File: config.mk
export PLATFORM = sky130hd
export DESIGN_NAME = mux_stim_gen
export DESIGN_NICKNAME = d
export VERILOG_FILES = /design/src/rtl/mux_tb_pkg.sv /design/src/rtl/lfsr8.sv /design/src/rtl/mux_stim_gen.sv
export SDC_FILE = /design/constraint.sdc
export NUM_CORES = 1
export LEC_CHECK = 0
export ABC_CLOCK_PERIOD_IN_PS = 2000
export CAP_MARGIN = 20
export CORE_ASPECT_RATIO = 0.6
export CORE_MARGIN = 1.5
export CORE_UTILIZATION = 47
export DETAILED_ROUTE_END_ITERATION = 10
export PLACE_DENSITY = 0.82
export RECOVER_POWER = 25
export SKIP_CTS_REPAIR_TIMING = 1
export SYNTH_ARGS = -nofsm -noshare
export SYNTH_HDL_FRONTEND = slang
export SYNTH_SLANG_ARGS = --single-unit
File: constraint.sdc
create_clock -name clk -period 2 [get_ports clk]
set_input_delay 0.3 -clock clk [delete_from_list [all_inputs] [get_ports clk]]
set_output_delay 0.3 -clock clk [all_outputs]
set_load 0.02 [all_outputs]
File: src/rtl/mux_tb_pkg.sv
// Shared definitions for the 2:1 mux stimulus generator.
//   state_t    : controller states
//   LFSR_TAPS  : Fibonacci tap mask for x^8+x^6+x^5+x^4+1 (bits 7,5,4,3)
//   DEF_*      : default parameter values for mux_stim_gen
//   lfsr_next  : one left-shift step of the LFSR
//   seed_fix   : maps the lock-up seed 0 to 1
package mux_tb_pkg;

    typedef enum logic [1:0] {
        IDLE  = 2'd0,
        APPLY = 2'd1,
        HOLD  = 2'd2,
        DONE  = 2'd3
    } state_t;

    localparam logic [7:0] LFSR_TAPS       = 8'hB8;
    localparam logic [7:0] DEF_SEED        = 8'hA5;
    localparam int         DEF_NUM_VEC     = 10;
    localparam int         DEF_HOLD_CYCLES = 5;

    function automatic logic [7:0] lfsr_next(input logic [7:0] s);
        return {s[6:0], ^(s & LFSR_TAPS)};
    endfunction

    // An all-zero LFSR never leaves zero, so that seed is replaced.
    function automatic logic [7:0] seed_fix(input logic [7:0] s);
        return (s == 8'h00) ? 8'h01 : s;
    endfunction

endpackage

File: src/rtl/lfsr8.sv
// 8-bit Fibonacci LFSR, shifting left with feedback into bit 0.
//   clk   : clock
//   rst   : synchronous active-high reset, loads seed
//   load  : load seed (optionally advanced one step when step is also high)
//   step  : advance one step
//   seed  : seed value (must be non-zero)
//   state : current LFSR contents
module lfsr8
    import mux_tb_pkg::*;
(
    input  logic       clk,
    input  logic       rst,
    input  logic       load,
    input  logic       step,
    input  logic [7:0] seed,
    output logic [7:0] state
);

    // load+step together consumes the seed in the same edge, so the next
    // vector request sees the value following the seed.
    always_ff @(posedge clk) begin
        if (rst) begin
            state <= seed;
        end else if (load) begin
            state <= step ? lfsr_next(seed) : seed;
        end else if (step) begin
            state <= lfsr_next(state);
        end
    end

endmodule

File: src/rtl/mux_stim_gen.sv
// Stimulus generator and checker for three 2:1 mux implementations.
// Drives pseudo-random {sel,in0,in1} vectors, waits HOLD_CYCLES settle
// cycles per vector and compares out1/out2/out3 with sel ? in1 : in0.
//   clk, rst            : clock, synchronous active-high reset
//   start               : run request, honoured only in IDLE or DONE
//   out1, out2, out3    : mux outputs under test
//   sel, in0, in1       : registered stimulus
//   vec_valid           : first cycle of a new vector
//   sample              : last settle cycle of a vector (check point)
//   err                 : one-cycle pulse after a mismatching sample
//   err_cnt             : mismatching vectors this run, saturating at 255
//   vec_idx             : index of the vector currently driven
//   busy, done          : run in progress / run finished
module mux_stim_gen
    import mux_tb_pkg::*;
#(
    parameter logic [7:0] SEED        = DEF_SEED,
    parameter int         NUM_VEC     = DEF_NUM_VEC,
    parameter int         HOLD_CYCLES = DEF_HOLD_CYCLES
) (
    input  logic       clk,
    input  logic       rst,
    input  logic       start,
    input  logic       out1,
    input  logic       out2,
    input  logic       out3,
    output logic       sel,
    output logic       in0,
    output logic       in1,
    output logic       vec_valid,
    output logic       sample,
    output logic       err,
    output logic [7:0] err_cnt,
    output logic [7:0] vec_idx,
    output logic       busy,
    output logic       done
);

    localparam logic [7:0] SEED_EFF = seed_fix(SEED);
    localparam logic [7:0] LAST_IDX = 8'(NUM_VEC - 1);
    localparam logic [7:0] LAST_CNT = 8'(HOLD_CYCLES - 1);

    function automatic logic [7:0] sat_inc(input logic [7:0] v);
        return (v == 8'hFF) ? v : v + 8'd1;
    endfunction

    state_t     state;
    state_t     state_nxt;
    logic [7:0] cnt;
    logic [7:0] lfsr_q;
    logic       go;
    logic       hold_end;
    logic       last_vec;
    logic       next_vec;
    logic       expected;
    logic       match;
    logic       mismatch;

    lfsr8 u_lfsr (
        .clk   (clk),
        .rst   (rst),
        .load  (go),
        .step  (go | next_vec),
        .seed  (SEED_EFF),
        .state (lfsr_q)
    );

    always_ff @(posedge clk) begin
        if (rst) begin
            state <= IDLE;
        end else begin
            state <= state_nxt;
        end
    end

    always_comb begin
        state_nxt = state;
        go        = 1'b0;
        hold_end  = (state == HOLD) && (cnt == LAST_CNT);
        last_vec  = (vec_idx == LAST_IDX);
        next_vec  = 1'b0;
        vec_valid = (state == APPLY);
        sample    = hold_end;
        busy      = (state == APPLY) || (state == HOLD);
        done      = (state == DONE);
        case (state)
            IDLE, DONE: begin
                if (start) begin
                    go        = 1'b1;
                    state_nxt = APPLY;
                end
            end
            APPLY: state_nxt = HOLD;
            HOLD: begin
                if (hold_end) begin
                    next_vec  = !last_vec;
                    state_nxt = last_vec ? DONE : APPLY;
                end
            end
            default: state_nxt = IDLE;
        endcase
    end

    // Any X/Z on a mux output makes match non-1 and counts as a mismatch.
    always_comb begin
        expected = sel ? in1 : in0;
        match    = ({out1, out2, out3} == {3{expected}});
        mismatch = (match !== 1'b1);
    end

    always_ff @(posedge clk) begin
        if (rst) begin
            sel     <= 1'b0;
            in0     <= 1'b0;
            in1     <= 1'b0;
            cnt     <= 8'd0;
            err     <= 1'b0;
            err_cnt <= 8'd0;
            vec_idx <= 8'd0;
        end else begin
            err <= 1'b0;
            // The first vector comes straight from the seed; later vectors
            // use the LFSR, which the same edge advances.
            if (go) begin
                {sel, in0, in1} <= SEED_EFF[2:0];
                err_cnt         <= 8'd0;
                vec_idx         <= 8'd0;
            end else if (next_vec) begin
                {sel, in0, in1} <= lfsr_q[2:0];
                vec_idx         <= vec_idx + 8'd1;
            end
            if (state == APPLY) begin
                cnt <= 8'd0;
            end else if (state == HOLD) begin
                cnt <= cnt + 8'd1;
            end
            if (sample && mismatch) begin
                err     <= 1'b1;
                err_cnt <= sat_inc(err_cnt);
            end
        end
    end

endmodule

==> flow_results.xml <==
<?xml version="1.0" encoding="UTF-8"?>
<metrics>
  <group name="final_layout">
    <metric name="num_antenna_cells" unit="">0</metric>
    <metric name="final_design_area_no_fill" unit="sq mm">0.00243</metric>
    <metric name="syn2layout_area_growth" unit="%">34.7</metric>
    <metric name="layout.nets" unit="">269</metric>
    <metric name="post_route_cells_drive_above_1_share" unit="">0.196</metric>
    <metric name="mostFrequentLayoutCell" unit="">dfxtp_1</metric>
    <metric name="layout.cells.non_filler" unit="">302</metric>
    <metric name="fin_util" unit="">0.659</metric>
    <metric name="most_used_cells_in_the_layout_excluding_fill_and_tap_cells" unit="">dfxtp_1, nand2_1, clkdlybuf4s50_1, buf_4, nor2_1</metric>
  </group>
  <group name="setup_path">
    <metric name="critPathKind" unit="">flip-flop to flip-flop</metric>
    <metric name="crit_path_end_kind" unit="">flip-flop</metric>
    <metric name="timing.critical_path.fanout_max" unit="">6</metric>
    <metric name="path_cells" unit="">or4_4, or4_4, nor2_4, o21a_2, mux2_4</metric>
    <metric name="crit_slowest_cell" unit="">or4_4</metric>
    <metric name="timing.critical_path.slowest_cell_delay" unit="ps">580</metric>
    <metric name="crit_arrival" unit="ps">2210</metric>
    <metric name="crit_path_start_kind" unit="">flip-flop</metric>
    <metric name="cp_common_cell" unit="">or4_4</metric>
    <metric name="critical_path.reg2reg.startpoint" unit="">cnt[6]</metric>
    <metric name="startpoint_of_the_most_critical_setup_path" unit="">cnt[6]</metric>
    <metric name="cp.required" unit="ps">2240</metric>
  </group>
  <group name="route">
    <metric name="drt_first_iter_violations" unit="">91</metric>
    <metric name="met3_wirelength" unit="microns">260</metric>
    <metric name="routed.top_layer" unit="">met4</metric>
    <metric name="m1WireLength" unit="microns">2100</metric>
    <metric name="ant_nets" unit="">0</metric>
    <metric name="route.vias.total" unit="">1596</metric>
    <metric name="wl_per_cell" unit="microns">13.5</metric>
    <metric name="detail_route.wirelength" unit="microns">4080</metric>
    <metric name="drc" unit="">0</metric>
    <metric name="drt_first_pass_iters" unit="">4</metric>
    <metric name="viasPerCell" unit="">5.28</metric>
    <metric name="wl_met2" unit="microns">1700</metric>
  </group>
  <group name="global_route">
    <metric name="grt_pass1_wl" unit="microns">6660</metric>
    <metric name="first_global_vias" unit="">1386</metric>
    <metric name="grtUsageTotal" unit="">0.200</metric>
    <metric name="global_route.overflow_total" unit="">0</metric>
    <metric name="grt_start_max_net_pins" unit="">14</metric>
    <metric name="grt_antenna_before_repair" unit="">0</metric>
  </group>
  <group name="timing">
    <metric name="timing.final.ws_setup" unit="ps">36.0</metric>
    <metric name="finalHoldViolCount" unit="">0</metric>
    <metric name="clock_skew" unit="ps">10.7</metric>
    <metric name="relSlewSlack" unit="">0.683</metric>
    <metric name="rsz0062_at_grt" unit="">true</metric>
    <metric name="final_period_minus_worst_setup_slack" unit="ps">1960</metric>
    <metric name="worst_max_slew_pin_slew" unit="ps">476</metric>
    <metric name="slew_violations" unit="">0</metric>
    <metric name="holdWs" unit="ps">477</metric>
    <metric name="report.final.setup_viol" unit="">0</metric>
    <metric name="final_min_period_over_clock_period" unit="">0.982</metric>
    <metric name="max_clock_freq" unit="GHz">0.509</metric>
  </group>
  <group name="logic_synthesis">
    <metric name="main_combinational_cell_family_by_area_after_synthesis" unit="">simple AND/OR/NAND/NOR gates</metric>
    <metric name="yosys-mux-area-fraction" unit="">0.0625</metric>
    <metric name="synth_compound_gate_area_share" unit="">0.113</metric>
    <metric name="seq_area_frac_synth" unit="">0.400</metric>
    <metric name="synth_seq_cells" unit="">36</metric>
    <metric name="synth-adder-area-share" unit="">0.0625</metric>
    <metric name="yosys.area_share.simple" unit="">0.258</metric>
    <metric name="netlist-cell-type-count" unit="">39</metric>
    <metric name="synthesis.area" unit="sq mm">0.00180</metric>
    <metric name="synth-warning-count" unit="">0</metric>
    <metric name="synth_nets" unit="">218</metric>
    <metric name="synth.avg_cell_area" unit="sq um">8.88</metric>
    <metric name="syn-instance-count" unit="">203</metric>
    <metric name="synth_xor_xnor_area_share" unit="">0.0729</metric>
  </group>
  <group name="floorplan">
    <metric name="die_area" unit="sq mm">0.00423</metric>
    <metric name="boundaryPins" unit="">30</metric>
    <metric name="core.rowCount" unit="">17</metric>
    <metric name="initial_core_util" unit="">0.490</metric>
    <metric name="floorplan.core_area" unit="sq mm">0.00368</metric>
    <metric name="dieWidth" unit="microns">82.9</metric>
    <metric name="dieHeight" unit="microns">51.0</metric>
  </group>
  <group name="power">
    <metric name="cellPowerDensity" unit="mW/mm^2">668</metric>
    <metric name="cellLeakagePower" unit="uW">0.000960</metric>
    <metric name="maximum_vdd_ir_drop" unit="V">0.000511</metric>
  </group>
  <group name="clock_network">
    <metric name="clock_transition_at_the_registers_of_the_reported_paths" unit="ps">90</metric>
    <metric name="cts_sinks" unit="">36</metric>
    <metric name="cts_htree_levels" unit="">2</metric>
    <metric name="cts_made_buffers" unit="">5</metric>
    <metric name="insertion_delay" unit="ps">300</metric>
    <metric name="tritoncts" unit="">done</metric>
    <metric name="cts.root.buffer_cell" unit="">clkbuf_8</metric>
    <metric name="clock_tree_buffer_depth" unit="">2</metric>
  </group>
  <group name="placed_design">
    <metric name="place.gp.congestion" unit="">0.812</metric>
    <metric name="placed_area" unit="sq mm">0.00227</metric>
    <metric name="worst_case_setup_slack_after_placement" unit="ps">-93.2</metric>
    <metric name="numPortBuffers" unit="">29</metric>
    <metric name="dp.cells" unit="">292</metric>
    <metric name="final_hpwl_from_detailed_placement" unit="microns">3020</metric>
  </group>
  <group name="worst_hold_path">
    <metric name="worst_hold_startpoint" unit="">u_lfsr.state[2]</metric>
    <metric name="hold_path_class" unit="">flip-flop to flip-flop</metric>
  </group>
  <group name="status">
    <metric name="run_status" unit="">complete, no violations</metric>
  </group>
  <group name="job">
    <metric name="max_cap_viols" unit="">0</metric>
  </group>
</metrics>
[cells in the mapped netlist, drive strengths merged]
cell / n / area, sq um
nand4: 9 / 56.3
ha: 9 / 113
o21ai: 9 / 45.0
nand2: 24 / 90.1
a21oi: 8 / 40.0
and3: 4 / 25.0
xor2: 10 / 87.6
o21a: 2 / 16.3
a21boi: 1 / 7.51
or2: 2 / 12.5
and2: 2 / 12.5
nor4: 5 / 46.3
nor4b: 1 / 8.76
a21o: 1 / 7.51
dfxtp: 36 / 721
a211oi: 2 / 15.0
o31a: 1 / 8.76
nand3: 7 / 35.0
nor3b: 1 / 7.51
nand4b: 1 / 8.76
or3: 5 / 31.3
mux2i: 9 / 90.1
clkbuf: 4 / 16.3
nor2: 18 / 82.6
o2111ai: 1 / 8.76
a22o: 1 / 8.76
clkinv: 1 / 3.75
inv: 10 / 37.5
a31o: 1 / 8.76
o41a: 1 / 11.3
or4: 2 / 22.5
a31oi: 4 / 25.0
xnor2: 5 / 43.8
nand2b: 4 / 25.0
mux2: 2 / 22.5
[where the power goes]
group	total, uW	internal, uW	switching (uW)	leakage [uW]
logic	307	135	172	0.000625
registers	774	748	25.6	0.000295
clock network	540	247	293	0.0000404
total	1620	1130	490	0.000960
[worst max-delay path, delay by kind of cell (launching register included)]
kind	cells	cell delay [ps]
AOI/OAI and AO/OA	1	190
DFF	1	330
muxes	1	140
and+or+nand+nor	3	1260
[per-layer routing]
metal,up-vias,GRT usage
met2,49,0.283
li1,821,-
met5,-,0
met4,0,0.0528
met1,721,0.296
met3,5,0.0549
[sequential cells by signal (all words and copies together) (netlist names)]
register and cells:
err_cnt 8, in0 1, u_lfsr.state 8, vec_idx 8
cnt 8, err 1, state 2
[path summary, 6_finish.rpt]
kind                                         to  cells after the start  slack [ps]
worst max-delay path                 err_cnt[0]                      5          40
worst min-delay path            u_lfsr.state[3]                      2         480
worst max register to register       err_cnt[0]                      5          40
worst min register to register  u_lfsr.state[3]                      2         480
[cell families after synthesis]
kind of cell | after synthesis
AND/OR/NAND/NOR | 85
flip-flops | 36
AO/OA/AOI/OAI | 32
XOR/XNOR | 15
buffers and inverters | 15
multiplexers | 11
adder cells (fa/ha/maj) | 9
[per-stage QoR]
step                power (uW)  TNS (ps)
detailed placement        1090      -471
global placement          1080      -178
floorplan                  966         0
finish                    1620         0
global route              1690     -15.9
CTS                       1620      -354
[cell type report]
class                      instances  area [sq um]
tap                               47          58.8
clock buffer                       5          68.8
sequential                        36           728
clock inverter                     3          23.8
timing repair buffer              48           442
inverter                          11          41.3
fill                             299          1250
multi-input combinational        152          1060
No activity file was read; power rests on OpenSTA's default activity.
